===== src/rtl/cby_cfg_bank_ctrl_pkg.sv =====
// cby_cfg_pkg: shared states and parameter helpers for the connection-block config sequencer
package cby_cfg_pkg;
   typedef enum logic [2:0] {IDLE, LOAD, PULSE, SETTLE, DONE} cfg_state_t;
   function automatic int words_per_row(input int n_bl, input int dw);
      return n_bl / dw;
   endfunction
   function automatic bit cfg_params_ok(input int n_bl, input int dw, input int wl_pulse);
      return dw > 0 && n_bl >= dw && n_bl % dw == 0 && wl_pulse >= 1;
   endfunction
endpackage


===== src/rtl/cby_cfg_bank_ctrl_if.sv =====
// cby_cfg_bank_ctrl_if: start request plus valid/ready configuration word stream
interface cby_cfg_bank_ctrl_if #(parameter int DW = 8);
   logic          cfg_start;
   logic [DW-1:0] cfg_data;
   logic          cfg_valid;
   logic          cfg_ready;
   modport master (output cfg_start, cfg_data, cfg_valid, input cfg_ready);
   modport slave  (input cfg_start, cfg_data, cfg_valid, output cfg_ready);
endinterface


===== src/rtl/cby_cfg_bank_ctrl_wl_decoder.sv =====
// cfg_wl_decoder: registered binary-to-one-hot wordline driver
module cfg_wl_decoder #(
   parameter int N_WL = 1,
   parameter int RW   = 1
) (
   input  logic          clk,
   input  logic          rst,
   input  logic [RW-1:0] row,
   input  logic          pulse_en,
   output logic [0:N_WL-1] wl
);
   logic [0:N_WL-1] wl_nxt;
   // one-hot select of the addressed row, all zero when not pulsing
   always_comb begin
      wl_nxt = '0;
      for (int i = 0; i < N_WL; i++) wl_nxt[i] = pulse_en && int'(row) == i;
   end
   // register the wordlines so they never glitch on the bank
   always_ff @(posedge clk or posedge rst) begin
      if (rst) wl <= '0;
      else     wl <= wl_nxt;
   end
endmodule


===== src/rtl/cby_cfg_bank_ctrl.sv =====
// cby_cfg_bank_ctrl: assembles config words into bitline rows and pulses wordlines
module cby_cfg_bank_ctrl
   import cby_cfg_pkg::*;
#(
   parameter int N_BL     = 80,
   parameter int N_WL     = 1,
   parameter int DW       = 8,
   parameter int WL_PULSE = 2
) (
   input  logic            prog_clk,
   input  logic            pReset,
   cby_cfg_bank_ctrl_if.slave cfg,
   output logic [0:N_BL-1] bl,
   output logic [0:N_WL-1] wl,
   output logic            cfg_busy,
   output logic            cfg_done,
   output logic            cfg_err
);
   localparam int WPR = words_per_row(N_BL, DW);
   localparam int WW  = WPR > 1 ? $clog2(WPR) : 1;
   localparam int RW  = N_WL > 1 ? $clog2(N_WL) : 1;
   localparam int PW  = WL_PULSE > 1 ? $clog2(WL_PULSE) : 1;
   localparam logic [WW-1:0] LAST_WORD = WW'(WPR - 1);
   localparam logic [RW-1:0] LAST_ROW  = RW'(N_WL - 1);
   localparam logic [PW-1:0] LAST_PCNT = PW'(WL_PULSE - 1);

   if (!cfg_params_ok(N_BL, DW, WL_PULSE)) begin : g_bad_params
      $error("cby_cfg_bank_ctrl: N_BL must be a multiple of DW and WL_PULSE must be >= 1");
   end

   cfg_state_t      state, state_nxt;
   logic [WW-1:0]   word;
   logic [RW-1:0]   row;
   logic [PW-1:0]   pcnt;
   logic            acc;

   assign acc = state == LOAD && cfg.cfg_valid;

   // next-state selection and Moore decode of the status outputs
   always_comb begin
      state_nxt     = state;
      cfg.cfg_ready = state == LOAD;
      cfg_busy      = state != IDLE;
      cfg_done      = state == DONE;
      unique case (state)
         IDLE:    if (cfg.cfg_start) state_nxt = LOAD;
         LOAD:    if (acc && word == LAST_WORD) state_nxt = PULSE;
         PULSE:   if (pcnt == LAST_PCNT) state_nxt = SETTLE;
         SETTLE:  state_nxt = row == LAST_ROW ? DONE : LOAD;
         DONE:    state_nxt = IDLE;
         default: state_nxt = IDLE;
      endcase
   end

   // state register, counters, bitline row assembly and sticky error flag
   always_ff @(posedge prog_clk or posedge pReset) begin
      if (pReset) begin
         state   <= IDLE;
         word    <= '0;
         row     <= '0;
         pcnt    <= '0;
         bl      <= '0;
         cfg_err <= 1'b0;
      end else begin
         state <= state_nxt;
         if (state == IDLE && cfg.cfg_start) begin
            word    <= '0;
            row     <= '0;
            bl      <= '0;
            cfg_err <= 1'b0;
         end else if (cfg.cfg_start) begin
            cfg_err <= 1'b1;
         end
         if (acc) begin
            bl[int'(word)*DW +: DW] <= cfg.cfg_data;
            word                    <= word + 1'b1;
         end
         if (state == LOAD) pcnt <= '0;
         else if (state == PULSE) pcnt <= pcnt + 1'b1;
         if (state == SETTLE && row != LAST_ROW) begin
            row  <= row + 1'b1;
            word <= '0;
         end
      end
   end

   cfg_wl_decoder #(.N_WL(N_WL), .RW(RW)) u_wl_dec (
      .clk      (prog_clk),
      .rst      (pReset),
      .row      (row),
      .pulse_en (state_nxt == PULSE),
      .wl       (wl)
   );
endmodule


===== src/flat_wrapper.sv =====
// flat-port wrapper written by rule: the top's interface ports become plain ports
module cby_cfg_bank_ctrl_flat import cby_cfg_pkg::*;
#(
   parameter int N_BL     = 80,
   parameter int N_WL     = 1,
   parameter int DW       = 8,
   parameter int WL_PULSE = 2
)
  (prog_clk, pReset, bl, wl, cfg_busy, cfg_done, cfg_err, cfg_cfg_start, cfg_cfg_data, cfg_cfg_valid, cfg_cfg_ready);
  cby_cfg_bank_ctrl_if #(.DW(DW)) cfg_i ();
  input  logic prog_clk;
  input  logic pReset;
  output logic [0:N_BL-1] bl;
  output logic [0:N_WL-1] wl;
  output logic cfg_busy;
  output logic cfg_done;
  output logic cfg_err;
  input wire logic [$bits(cfg_i.cfg_start)-1:0] cfg_cfg_start;
  input wire logic [$bits(cfg_i.cfg_data)-1:0] cfg_cfg_data;
  input wire logic [$bits(cfg_i.cfg_valid)-1:0] cfg_cfg_valid;
  output wire logic [$bits(cfg_i.cfg_ready)-1:0] cfg_cfg_ready;
  assign cfg_i.cfg_start = cfg_cfg_start;
  assign cfg_i.cfg_data = cfg_cfg_data;
  assign cfg_i.cfg_valid = cfg_cfg_valid;
  assign cfg_cfg_ready = cfg_i.cfg_ready;
  cby_cfg_bank_ctrl #(.N_BL(N_BL), .N_WL(N_WL), .DW(DW), .WL_PULSE(WL_PULSE)) u_core (.prog_clk(prog_clk), .pReset(pReset), .cfg(cfg_i), .bl(bl), .wl(wl), .cfg_busy(cfg_busy), .cfg_done(cfg_done), .cfg_err(cfg_err));
endmodule

===== config.mk =====
export PLATFORM = sky130hd
export DESIGN_NAME = cby_cfg_bank_ctrl_flat
export DESIGN_NICKNAME = d
export VERILOG_FILES = /design/src/rtl/cby_cfg_bank_ctrl_pkg.sv /design/src/rtl/cby_cfg_bank_ctrl_if.sv /design/src/rtl/cby_cfg_bank_ctrl_wl_decoder.sv /design/src/rtl/cby_cfg_bank_ctrl.sv /design/src/flat_wrapper.sv
export SDC_FILE = /design/constraint.sdc
export NUM_CORES = 1
export LEC_CHECK = 0
export BUFFER_PORTS_ARGS = -buffer_cell sky130_fd_sc_hd__buf_2
export CAP_MARGIN = 10
export CORE_ASPECT_RATIO = 1.5
export CORE_MARGIN = 4
export CORE_UTILIZATION = 48
export CTS_CLUSTER_SIZE = 30
export DETAILED_ROUTE_END_ITERATION = 16
export PLACE_DENSITY = 0.82
export SETUP_SLACK_MARGIN = 0.3
export SLEW_MARGIN = 40
export SYNTH_ARGS = -nofsm -noshare
export SYNTH_HDL_FRONTEND = slang
export SYNTH_SLANG_ARGS = --single-unit

===== constraint.sdc =====
create_clock -name prog_clk -period 2.9 [get_ports prog_clk]
set_clock_uncertainty 0.05 [all_clocks]
set_input_delay 0.58 -clock prog_clk [delete_from_list [all_inputs] [get_ports prog_clk]]
set_output_delay 0.58 -clock prog_clk [all_outputs]
set_load 0.01 [all_outputs]

==> results.py <==
metrics = {
    "status": {
        "status": "completed",
    },
    "route": {
        "wirelength_mm": 10.1,
        "viasPerCell": 5.38,
        "drt_iter0_markers": 170,
        "wl_per_cell_um": 17.8,
        "route.vias.total": 3072,
        "drc": 0,
        "ant_nets": 0,
        "drt_first_pass_iters": 4,
    },
    "power": {
        "design_power_total_mw": 4.27,
        "comb_power_share_pct": 33.4,
        "power_frac_seq_pct": 42.8,
        "p_clk_share_pct": 23.8,
        "p_int_mw": 2.70,
        "p_switching_mw": 1.57,
        "p_leak_nw": 2.74,
        "ir_drop_mv": 0.496,
        "p_sw_share_pct": 36.7,
        "pwr_density_cell_mw_per_mm2": 859,
    },
    "critical_path": {
        "r2r_start": "u_core.state[1]",
        "crit_type": "reg2out",
        "critical_path.max_fanout": 16,
        "slowest_delay_ns": 0.75,
        "r2r_end": "u_core.bl[21]",
        "regToRegSetupSlack_ns": 0.84,
        "cp-start-kind": "flop",
        "crit_slowest_cell": "dfrtp_1",
        "path_cells": "inv_1 > and3_1 > buf_2",
        "cp.required_ns": 2.27,
        "reg2reg_depth": 4,
        "end_kind": "primary output",
        "arrival_ns": 1.67,
    },
    "synth": {
        "synth.most_common_cell": "nand2_1",
        "synth_ff_type": "dfrtp_1",
        "synth-edff-count": 0,
        "synth.top_cell.area_share_pct": 54.5,
        "ys_seq_area_share_pct": 54.5,
        "syn_nets": 386,
        "netlist-cell-type-count": 39,
        "yosysTopAreaCell": "dfrtp_1",
        "avgSynthCellArea_um2": 11.3,
        "synthTopCellsByCount": "nand2_1 (109), dfrtp_1 (91), mux2i_1 (73)",
        "netlist_area_mm2": 0.00418,
        "ys_seq_elements": 91,
        "synth_cells": 368,
        "yosys_warnings": 0,
        "synthArstFlopShare_pct": 100,
        "synth_area_leaders": "dfrtp_1 (55%), mux2i_1 (17%), nand2_1 (9.8%), buf_6 (2.2%), a32o_1 (1.9%)",
    },
    "global_route": {
        "grt_pass1_vias": 3137,
        "antenna_found_initial": 0,
        "grt_max_degree": 56,
        "grt-ovfl-total": 0,
        "grt_pass1_wl_mm": 16.0,
        "grt.total_usage_pct": 20.1,
    },
    "clocking": {
        "cts_setup_buffers": 0,
        "cts_htree_levels": 3,
        "ctsLongestPathBuffers": 2,
        "cts_resized": 0,
        "numCtsBuffers": 9,
        "clk_latency_ns": 0.34,
        "cts_tree": "yes",
        "cts.sink_count": 91,
        "cts_hold_buf": 0,
        "root_buffer": "clkbuf_16",
        "clkTransAtPathRegs_ns": 0.06,
    },
    "layout": {
        "syn_to_final_growth_pct": 19.0,
        "instances_no_fill": 571,
        "layout.nets": 479,
        "num-fill-cells": 710,
        "num_antenna_cells": 0,
        "drive_gt1_share_pct": 28.0,
    },
    "floorplan": {
        "pin_count": 97,
        "rows": 41,
        "die_y_um": 122,
        "die_w_um": 84.2,
        "start_util_pct": 49.3,
        "die_area_mm2": 0.0103,
        "core_area_mm2": 0.00846,
    },
    "run": {
        "drv_cap": 0,
    },
    "placement": {
        "hpwlAfterDp_mm": 7.26,
        "gp_congestion": 0.827,
        "placement.io_buffers": 96,
        "dp_cells": 556,
    },
    "sta": {
        "drv_slew": 0,
        "whs_ns": 0.176,
        "tns_ns": 0,
        "period_minus_slack_ns": 2.30,
        "fin_crit_sh_pct": 79.4,
        "worstMarginPinSlew_ns": 0.629,
        "fmax_ghz": 0.434,
        "setup_violations": 0,
        "hold_violations": 0,
        "slew_headroom_pct": 58.0,
        "rsz0062_at_grt": "no",
    },
    "min_path": {
        "min_path_type": "in2async",
    },
}
==> worst max-delay path, delay by kind of cell, from the launching register on <==
family                 cells  cell delay [ns]
buffers and inverters      2             0.37
DFF                        1             0.75
and+or+nand+nor            1             0.22
==> power by group through the flow <==
stage	registers (mW)	logic (mW)	clock network, mW
6_report	1.83	1.43	1.02
5_1_grt	1.87	1.58	1.08
4_1_cts	1.83	1.44	1.04
3_5_place_dp	1.85	1.44	0
3_3_place_gp	1.84	1.38	0
2_1_floorplan	1.91	0.866	0
==> placed cells by master (no fill, tap or decap), types with 3 or more instances in the layout <==
| master | instances |
|---|---|
| nor3_4 | 3 |
| buf_2 | 96 |
| a32o_1 | 8 |
| buf_4 | 3 |
| nand2b_1 | 3 |
| inv_1 | 7 |
| a21oi_1 | 4 |
| nor2_1 | 4 |
| clkinv_2 | 4 |
| ha_1 | 6 |
| nand3_2 | 4 |
| clkbuf_16 | 9 |
| o21ai_0 | 5 |
| mux2i_1 | 73 |
| and3_1 | 3 |
| dfrtp_1 | 91 |
| nand2_1 | 109 |
==> flip-flops by register name (all words and copies together), names as in the netlist <==
name                flops
u_core.pcnt             1
u_core.u_wl_dec.wl      1
u_core.word             4
u_core.state            3
u_core.bl              80
u_core.row              1
u_core.cfg_err          1
==> worst max path at each step <==
stage / slack [ns] / startpoint / end / cells past startpoint
after floorplan: 1.21 / pReset / u_core.bl[0] / 1
after global placement: 0.93 / u_core.state[1] / u_core.bl[55] / 4
after detailed placement: 0.86 / u_core.state[1] / u_core.bl[55] / 4
after CTS: 0.60 / u_core.state[1] / cfg_cfg_ready / 3
after global routing: 0.50 / u_core.state[1] / cfg_cfg_ready / 3
final: 0.60 / u_core.state[1] / cfg_cfg_ready / 3
==> through the flow <==
step	setup slack, ns	utilization (%)	instance area (µm²)
floorplan	1.21	-	4180
global placement	0.927	55.4	4690
detailed placement	0.865	55.4	4690
CTS	0.600	58.4	4940
global route	0.502	58.7	4970
finish	0.598	58.7	4970
==> routing by layer <==
layer / vias to the layer above / track usage [%] / wire [µm]
li1: 1445 / - / -
met5: - / 0 / 0
met1: 1521 / 24.4 / 4160
met4: 0 / 10.1 / 272
met2: 85 / 34.3 / 5320
met3: 21 / 3.63 / 392
==> cell families (layout without fill, tap and decap cells) <==
group | after synthesis | after routing | synth area share, %
adder cells (fa/ha/maj) | 6 | 6 | 1.80
AND/OR/NAND/NOR | 145 | 145 | 17.2
flip-flops | 91 | 91 | 54.5
buffers and inverters | 27 | 123 | 4.16
AO/OA/AOI/OAI | 25 | 25 | 4.55
multiplexers | 74 | 74 | 17.8
==> cell type report <==
| type | count | area [µm²] | share of cell area (%) |
|---|---|---|---|
| sequential | 91 | 2280 | 45.8 |
| multi-input combinational | 250 | 1730 | 34.7 |
| tap | 107 | 134 | 2.69 |
| clock inverter | 4 | 20.0 | 0.403 |
| timing repair buffer | 101 | 551 | 11.1 |
| clock buffer | 10 | 229 | 4.61 |
| inverter | 8 | 33.8 | 0.680 |
Note: power is estimated with default switching activity, not from simulation.
